[config.mk]
export PLATFORM = sky130hd
export DESIGN_NAME = vram_arbiter
export DESIGN_NICKNAME = d
export VERILOG_FILES = /design/src/rtl/common.sv /design/src/rtl/vram_prio.sv /design/src/rtl/vram_arbiter.sv
export SDC_FILE = /design/constraint.sdc
export NUM_CORES = 1
export LEC_CHECK = 0
export CAP_MARGIN = 30
export CORE_MARGIN = 2
export CORE_UTILIZATION = 35
export DETAILED_ROUTE_END_ITERATION = 10
export HOLD_SLACK_MARGIN = 0.05
export PLACE_DENSITY = 0.77
export SLEW_MARGIN = 20
export SYNTH_ARGS = -nofsm -noshare
export SYNTH_HDL_FRONTEND = slang
export SYNTH_HIERARCHICAL = 1
export SYNTH_SLANG_ARGS = --single-unit
[constraint.sdc]
create_clock -name clk28 -period 2 [get_ports clk28]
set_clock_uncertainty 0.1 [all_clocks]
set_input_delay 0.4 -clock clk28 [delete_from_list [all_inputs] [get_ports clk28]]
set_output_delay 0.4 -clock clk28 [all_outputs]
set_load 0.02 [all_outputs]
[src/rtl/common.sv]
// Shared types for the VRAM arbiter.
//   vram_src_t   : identifies the requester that owns the current SRAM access.
//   vram_state_t : the SRAM access sequencer states.
package common;

    typedef enum logic [2:0] {
        SRC_NONE,
        SRC_SCR,
        SRC_UP,
        SRC_CPU,
        SRC_DMA
    } vram_src_t;

    typedef enum logic [1:0] {
        VS_IDLE,
        VS_T1,
        VS_T2,
        VS_T3
    } vram_state_t;

    localparam int unsigned STARVE_CNT_W = 4;

endpackage

[src/rtl/vram_prio.sv]
// Combinational winner selection for the VRAM arbiter.
// Ports:
//   scr_req_i, up_req_i, cpu_req_i, dma_req_i : pending request levels
//   starve_ovr_i : DMA has been starved; lift it above up and cpu
//   src_o        : winning source, SRC_NONE when nothing is pending
module vram_prio
    import common::*;
(
    input  logic      scr_req_i,
    input  logic      up_req_i,
    input  logic      cpu_req_i,
    input  logic      dma_req_i,
    input  logic      starve_ovr_i,
    output vram_src_t src_o
);

    always_comb begin
        src_o = SRC_NONE;
        if (scr_req_i) begin
            src_o = SRC_SCR;               // screen is never pre-empted
        end else if (dma_req_i && starve_ovr_i) begin
            src_o = SRC_DMA;
        end else if (up_req_i) begin
            src_o = SRC_UP;
        end else if (cpu_req_i) begin
            src_o = SRC_CPU;
        end else if (dma_req_i) begin
            src_o = SRC_DMA;
        end
    end

endmodule

[src/rtl/vram_arbiter.sv]
// VRAM arbiter: time-multiplexes the shared SRAM between screen fetch, ULAplus
// palette writes, CPU and DMA using a fixed 3-cycle access (T1, T2, T3).
// Optional feature macro: VRAM_DMA_EN (DMA port and anti-starvation counter).
// Ports:
//   clk28, rst                  : clock, asynchronous active-high reset
//   scr_* / up_* / cpu_* / dma_*: requester levels, address, write data, acks
//   rdata                       : last byte read from the SRAM
//   va, vd_in, vd_out, vd_oe    : SRAM address and data pad interface
//   n_vrd, n_vwr                : active-low SRAM strobes (registered)
//   busy                        : access in progress (T1..T3)
module vram_arbiter
    import common::*;
#(
    parameter int unsigned ADDR_W       = 19,
    parameter int unsigned STARVE_LIMIT = 15
) (
    input  logic              clk28,
    input  logic              rst,
    input  logic              scr_req,
    input  logic [ADDR_W-1:0] scr_addr,
    output logic              scr_ack,
    input  logic              up_req,
    input  logic [ADDR_W-1:0] up_addr,
    input  logic [7:0]        up_wdata,
    output logic              up_ack,
    input  logic              cpu_req,
    input  logic              cpu_we,
    input  logic [ADDR_W-1:0] cpu_addr,
    input  logic [7:0]        cpu_wdata,
    output logic              cpu_ack,
    input  logic              dma_req,
    input  logic              dma_we,
    input  logic [ADDR_W-1:0] dma_addr,
    input  logic [7:0]        dma_wdata,
    output logic              dma_ack,
    output logic [7:0]        rdata,
    output logic [ADDR_W-1:0] va,
    input  logic [7:0]        vd_in,
    output logic [7:0]        vd_out,
    output logic              vd_oe,
    output logic              n_vrd,
    output logic              n_vwr,
    output logic              busy
);

    localparam logic [STARVE_CNT_W-1:0] STARVE_MAX = STARVE_CNT_W'(STARVE_LIMIT);

    vram_state_t       state_q, state_d;
    vram_src_t         src_q, src_d;
    vram_src_t         winner;
    logic [ADDR_W-1:0] va_q, va_d;
    logic [7:0]        wdata_q, wdata_d;
    logic [7:0]        rdata_q, rdata_d;
    logic              we_q, we_d;
    logic              n_vrd_q, n_vrd_d;
    logic              n_vwr_q, n_vwr_d;
    logic              vd_oe_q, vd_oe_d;
    logic [3:0]        ack_q, ack_d;     // {dma, cpu, up, scr}
    logic              dma_req_eff;
    logic              starve_ovr;
    logic              grant;

    vram_prio u_prio (
        .scr_req_i    (scr_req),
        .up_req_i     (up_req),
        .cpu_req_i    (cpu_req),
        .dma_req_i    (dma_req_eff),
        .starve_ovr_i (starve_ovr),
        .src_o        (winner)
    );

    // Arbitration happens in IDLE and again in T3 for back-to-back accesses.
    assign grant = ((state_q == VS_IDLE) || (state_q == VS_T3)) && (winner != SRC_NONE);

`ifdef VRAM_DMA_EN
    logic [STARVE_CNT_W-1:0] starve_q, starve_d;

    assign dma_req_eff = dma_req;
    assign starve_ovr  = dma_req && (starve_q == STARVE_MAX);
    assign dma_ack     = ack_q[3];

    always_comb begin
        starve_d = starve_q;
        if (!dma_req) begin
            starve_d = '0;
        end else if (grant) begin
            if (winner == SRC_DMA) begin
                starve_d = '0;
            end else if (starve_q != STARVE_MAX) begin
                starve_d = starve_q + 1'b1;
            end
        end
    end

    always_ff @(posedge clk28 or posedge rst) begin
        if (rst) begin
            starve_q <= '0;
        end else begin
            starve_q <= starve_d;
        end
    end
`else
    logic unused_dma;

    assign dma_req_eff = 1'b0;
    assign starve_ovr  = 1'b0;
    assign dma_ack     = 1'b0;
    assign unused_dma  = ^{dma_req, ack_q[3], STARVE_MAX};
`endif

    always_comb begin
        state_d = state_q;
        src_d   = src_q;
        va_d    = va_q;
        wdata_d = wdata_q;
        we_d    = we_q;
        rdata_d = rdata_q;
        ack_d   = '0;

        unique case (state_q)
            VS_IDLE: if (grant) state_d = VS_T1;
            VS_T1:   state_d = VS_T2;
            VS_T2: begin
                state_d = VS_T3;
                if (!we_q) rdata_d = vd_in;
                // Registered ack lands in T3 together with the fresh rdata.
                unique case (src_q)
                    SRC_SCR: ack_d[0] = 1'b1;
                    SRC_UP:  ack_d[1] = 1'b1;
                    SRC_CPU: ack_d[2] = 1'b1;
                    SRC_DMA: ack_d[3] = 1'b1;
                    default: ack_d    = '0;
                endcase
            end
            VS_T3:   state_d = grant ? VS_T1 : VS_IDLE;
            default: state_d = VS_IDLE;
        endcase

        if (grant) begin
            src_d = winner;
            unique case (winner)
                SRC_SCR: begin va_d = scr_addr; wdata_d = 8'h00;     we_d = 1'b0;   end
                SRC_UP:  begin va_d = up_addr;  wdata_d = up_wdata;  we_d = 1'b1;   end
                SRC_CPU: begin va_d = cpu_addr; wdata_d = cpu_wdata; we_d = cpu_we; end
                SRC_DMA: begin va_d = dma_addr; wdata_d = dma_wdata; we_d = dma_we; end
                default: ;
            endcase
        end

        // Strobes derive from the next state so they are clean flop outputs.
        n_vrd_d = !(((state_d == VS_T1) || (state_d == VS_T2)) && !we_d);
        n_vwr_d = !(((state_d == VS_T1) || (state_d == VS_T2)) && we_d);
        vd_oe_d = (state_d != VS_IDLE) && we_d;
    end

    always_ff @(posedge clk28 or posedge rst) begin
        if (rst) begin
            state_q <= VS_IDLE;
            src_q   <= SRC_NONE;
            va_q    <= '0;
            wdata_q <= '0;
            we_q    <= 1'b0;
            rdata_q <= '0;
            n_vrd_q <= 1'b1;
            n_vwr_q <= 1'b1;
            vd_oe_q <= 1'b0;
            ack_q   <= '0;
        end else begin
            state_q <= state_d;
            src_q   <= src_d;
            va_q    <= va_d;
            wdata_q <= wdata_d;
            we_q    <= we_d;
            rdata_q <= rdata_d;
            n_vrd_q <= n_vrd_d;
            n_vwr_q <= n_vwr_d;
            vd_oe_q <= vd_oe_d;
            ack_q   <= ack_d;
        end
    end

    assign scr_ack = ack_q[0];
    assign up_ack  = ack_q[1];
    assign cpu_ack = ack_q[2];
    assign rdata   = rdata_q;
    assign va      = va_q;
    assign vd_out  = wdata_q;
    assign vd_oe   = vd_oe_q;
    assign n_vrd   = n_vrd_q;
    assign n_vwr   = n_vwr_q;
    assign busy    = (state_q != VS_IDLE);

endmodule

======== Word-level counts from Yosys, hierarchy flattened ========
Index checks and enable logic that the tools add are counted.
storage, ports and cells
  bits in registers ....................... 47
  input port bits ......................... 116
  output and inout bits ................... 43
operators by class
  equal/unequal tests ..................... 12
  muxes and demuxes ....................... 14
  bitwise gates (word level) .............. 1
  reduce and logical (&&, ||, !) cells .... 16
operators by type and width
  kind                                           number
  case mux 19 bit (4 select lines)               1
  case mux 8 bit (4 select lines)                1
  == test 3 x 2 -> 1 bit, second input constant  4
  two-way mux 3 bit                              3
  case mux 2 bit (4 select lines)                1
  == test 2 bit, second input constant           3
  == test 3 x 1 -> 1 bit, second input constant  2
  two-way mux 1 bit                              5
  == test 2 x 1 -> 1 bit, second input constant  2
  logical AND 1 bit                              4
  two-way mux 2 bit                              2
  case mux 1 bit (4 select lines)                1
  AND reduction 2 bit                            2
  nonzero test 2 bit                             2
  nonzero test 4 bit                             1
  == test 3 bit, second input constant           1
  zero test 1 bit                                3
  nonzero test 3 bit                             1
  zero test 2 bit                                1
  logical OR 1 bit                               2
  inverter 1 bit                                 1

======== Depth between registers and ports, before layout ========
Gate-level depths: netlist (run 1).
  depth in word-level cells ............... 11
  gate-level depth with buffers ........... 9

======== Cells and area by module ========
The synthesis (run 1) kept the hierarchy.
by module, submodules not included
  module        times used  cells an instance  area each (um^2)  sequential area each (um^2)
  vram_arbiter  1           240                2678.8            1178.6
  vram_prio     1           7                  41.3              0.0

======== Worst setup path before layout (run 1) ========
Ideal clock, no wire load.
  path kind ............................... register to register
  from .................................... register state_q[0]
  to ...................................... register n_vrd_q, in the netlist n_vrd
  arrival time ............................ 1.864 ns
  data required time ...................... 1.819 ns
  setup slack ............................. -0.045 ns
  stages on the path, launching flop included .. 9
  cells stage by stage .................... dfrtp_1 -> inv_1 -> ha_1 -> clkbuf_1 -> clkbuf_1 -> nor3b_1 -> o32ai_1 -> ha_1 -> o211ai_1
on the way
  word-level cells in the longest chain between the ends .. 9
ends and longest elaborated chain
  element                                                  line                                     source
  start, declared                                          vram_arbiter.sv:48                       vram_state_t state_q, state_d;
  start signal, assigned                                   vram_arbiter.sv:169                      state_q <= state_d;
  == test 2 bit or zero test 2 bit (tied branches)         vram_arbiter.sv:73, vram_arbiter.sv:120
  logical OR 1 bit                                         vram_arbiter.sv:73                       assign grant = ((state_q == VS_IDLE) || (state_q == VS_T3)) && (winner != SRC_NONE);
  logical AND 1 bit                                        vram_arbiter.sv:73
  two-way mux 2 bit                                        vram_arbiter.sv:121                      VS_IDLE: if (grant) state_d = VS_T1;
  case mux 2 bit (4 select lines) *                        vram_arbiter.sv:120                      unique case (state_q)
  net state_d[1]                                           vram_arbiter.sv:48
  == test 2 x 1 -> 1 bit or == test 2 bit (tied branches)  vram_arbiter.sv:151                      n_vrd_d = !(((state_d == VS_T1) || (state_d == VS_T2)) && !we_d);
  logical OR 1 bit *                                       vram_arbiter.sv:151
  logical AND 1 bit *                                      vram_arbiter.sv:151
  zero test 1 bit *                                        vram_arbiter.sv:151
  net n_vrd_d                                              vram_arbiter.sv:55                       logic n_vrd_q, n_vrd_d;
  end signal, assigned                                     vram_arbiter.sv:175                      n_vrd_q <= n_vrd_d;
  end, declared                                            vram_arbiter.sv:55
Mark *: on every way through the listed nets, which the timed path passes. The rest lies on a longest branch.
A chain may end at the register's enable or synchronous reset.

======== Worst setup path after layout (run 1) ========
  from .................................... register n_vrd_q, in the netlist n_vrd
  to ...................................... output n_vrd
RTL lines
  element        line                source
  end, declared  vram_arbiter.sv:41  output logic n_vrd,
No word-level cell between the ends.

==> impl_metrics.py, run 1 <==
metrics = {
    "run_status": {
        "status": "finished, final reports clean",
    },
    "critical_path": {
        "critPathLaunchType": "flip-flop",
        "crit_cells": 1,
        "startpoint": "n_vrd",
        "crit_path_max_incr_delay_ps": 600,
        "cp_top_family": "buffers and inverters",
        "reg2reg_setup_slack_ps": 110,
        "crit_chain": "clkdlybuf4s50_1",
        "r2r_end": "n_vrd",
        "cp_max_fo": 1,
        "endpoint_kind": "output port",
        "criticalPathCategory": "reg2out",
        "critPathBufInv": 1,
        "crit_slowest_cell": "clkdlybuf4s50_1",
        "arrival_ps": 1420,
        "cp-endpoint": "n_vrd",
        "cp.required_ps": 1500,
        "reg2reg_depth": 6,
        "worstReg2RegStart": "state_q[1]",
    },
    "drt": {
        "routed.top_layer": "met4",
        "viasPerCell": 4.98,
        "vias": 2574,
        "avgRoutedWirePerCell_um": 15.1,
        "drt_wl_total_mm": 7.80,
        "ant_nets": 0,
        "dr_wl_met3_um": 464,
        "drc": 0,
        "met2WireLength_mm": 3.94,
        "first_pass_iters": 4,
        "drt_iter0_drc": 76,
        "wl_met1_mm": 3.17,
    },
    "cells_and_area": {
        "diodes": 0,
        "nets": 535,
        "regArea_mm2": 0.00118,
        "final_util": 0.613,
        "final_cell_mix": "clkdlybuf4s50_1, dfrtp_1, mux2i_1",
        "nFillCells": 648,
        "final_area_mm2": 0.00466,
        "final_common_cell": "clkdlybuf4s50_1",
        "areaGrowthSynthToFinish_pct": 71.3,
        "layout-drive-gt1-share": 0.183,
        "multi_input_area_mm2": 0.00145,
    },
    "timing": {
        "hold_violations": 0,
        "setup_viol": 0,
        "post-route-period-util": 0.960,
        "worstMarginPinSlew_ps": 644,
        "timing.final.ws_setup_ps": 79.4,
        "fmax_ghz": 0.521,
        "relSlewSlack": 0.569,
        "rsz0062_at_grt": "no",
        "slew_violations": 0,
        "tns_ps": 0,
        "min_period_ps": 1920,
    },
    "placement": {
        "place_congestion": 0.748,
        "hpwlAfterDp_mm": 6.11,
        "postPlaceCellArea_mm2": 0.00454,
        "dpl_worst_slack_ps": -398,
        "portBuffers": 156,
    },
    "yosys": {
        "netlist_area_mm2": 0.00272,
        "syn_area_per_cell_um2": 11.0,
        "yosys.area_share.xor_xnor": 0,
        "synth_area_leader_cell": "dfrtp_1",
        "ys_ff_latch": 47,
        "synth_warnings": 6,
        "synthAdderAreaFrac": 0.0230,
        "synth-main-ff-cell": "dfrtp_1",
        "synth_cells": 247,
        "synth_compound_area_frac": 0.184,
        "synth_mux_area_frac": 0.178,
        "ys_top_cells_by_area": "dfrtp_1, mux2i_1, mux2_2",
        "synthDistinctLibCells": 40,
        "synth_edf_count": 0,
        "async_flop_share": 1.00,
        "synth_top_area_frac": 0.414,
        "synthSimpleGateAreaFrac": 0.123,
        "ys_seq_area_frac": 0.433,
        "synth_top_family_by_area": "compound AO/OA/AOI/OAI gates",
    },
    "global_route": {
        "grt_pass1_vias": 2644,
        "track_usage": 0.187,
        "antenna_found_initial": 0,
        "grt_pass1_wl_mm": 12.7,
        "grt_max_degree": 32,
        "grt-ovfl-total": 0,
    },
    "cts": {
        "ctsHoldBuffers": 0,
        "clock-sinks": 47,
        "clk_pin_slew_worst_paths_ps": 90,
        "cts-htree-levels": 2,
        "cts_root_buf": "clkbuf_8",
        "clk_latency_ps": 300,
        "cts_buffers": 5,
        "cts_buffer_depth": 2,
        "cts_tree": "yes",
    },
    "power": {
        "power.leakage_nw": 1.95,
        "peakVddDrop_mv": 0.865,
        "total_power_w": 0.00555,
        "power-per-cell-area_mw_per_mm2": 1190,
    },
    "die": {
        "ios": 159,
        "dieArea_mm2": 0.00849,
        "start_util": 0.358,
        "die_x_um": 92.2,
        "rows": 32,
        "die_h_um": 92.2,
        "core_mm2": 0.00761,
    },
    "worst_hold_path": {
        "worstHoldPathType": "in2async",
    },
    "job": {
        "maxCapViolations": 0,
    },
}
[cell usage after synthesis (2+ instances only)]
cell type	number
o211ai_1	2
o31ai_1	2
o221a_2	18
dfrtp_1	45
a211oi_1	2
nor2_1	21
mux2i_1	27
dfstp_2	2
clkbuf_1	7
mux2_2	19
buf_6	2
buf_2	7
nor3_4	2
o211a_1	2
o2bb2ai_1	9
ha_1	5
nor4bb_1	2
inv_1	10
nand2b_1	2
or3_1	19
nand2_1	2
a21oi_1	18
nor2b_1	2
buf_4	4
[kinds of logic (layout without fill, tap and decap cells)]
logic type,count (synthesis),count (layout)
AOI/OAI and AO/OA,61,61
adders and majority gates,5,5
buffers and inverters,31,193
DFF,47,47
muxes,46,46
other,1,7
and+or+nand+nor,56,56
[repair_timing]
action                                  4_1_cts  5_1_grt
pin swaps                                     5        0
endpoints found under the setup margin       23        6
buffers inserted                              1        0
resized for setup                             9        1
[area by class of cell]
cell class,instances,area share
clock buffer,7,0.0185
timing repair buffer,175,0.381
sequential,47,0.253
multi-input combinational,175,0.311
tap,102,0.0274
inverter,10,0.00805
clock inverter,1,0.00107
[layer usage]
| layer | vias up | track usage |
|---|---|---|
| li1 | 1257 | - |
| met1 | 1207 | 0.215 |
| met2 | 89 | 0.333 |
| met3 | 21 | 0.0509 |
| met4 | 0 | 0.0672 |
| met5 | - | 0 |
[sequential cells by signal (all words and copies together), names as in the netlist]
| signal | count |
|---|---|
| rdata | 8 |
| we_q | 1 |
| vd_out | 8 |
| src_q | 3 |
| n_vrd | 1 |
| vd_oe | 1 |
| state_q | 2 |
| n_vwr | 1 |
| va | 19 |
| ack_q | 3 |
[power breakdown]
group / leakage [nW] / internal (W) / switching, W
Sequential: 0.556 / 0.00138 / 0.000210
Clock: 0.0482 / 0.000280 / 0.000320
Combinational: 1.34 / 0.00179 / 0.00157
Total: 1.95 / 0.00345 / 0.00210
[worst min-delay path by stage]
stage | end | slack [ps] | cells after the start
CTS | ack_q[2] | 300 | 2
global route | va[13] | 320 | 2
floorplan | ack_q[0] | 330 | 1
finish | ack_q[2] | 290 | 2
global placement | ack_q[0] | 340 | 1
detailed placement | ack_q[1] | 350 | 1
[metrics by stage]
stage / hold slack (ps) / instances
detailed placement: 353 / 508
finish: 293 / 517
CTS: 301 / 517
global placement: 340 / 508
floorplan: 332 / 253
global route: 316 / 517
(Power assumes the default switching activity.)
==> run 2: changes to the inputs <==
HOLD_SLACK_MARGIN = 0.15   (was 0.05)
==> results of run 2 <==
No change in the layout: final DEF, timing and power equal those of run 1.
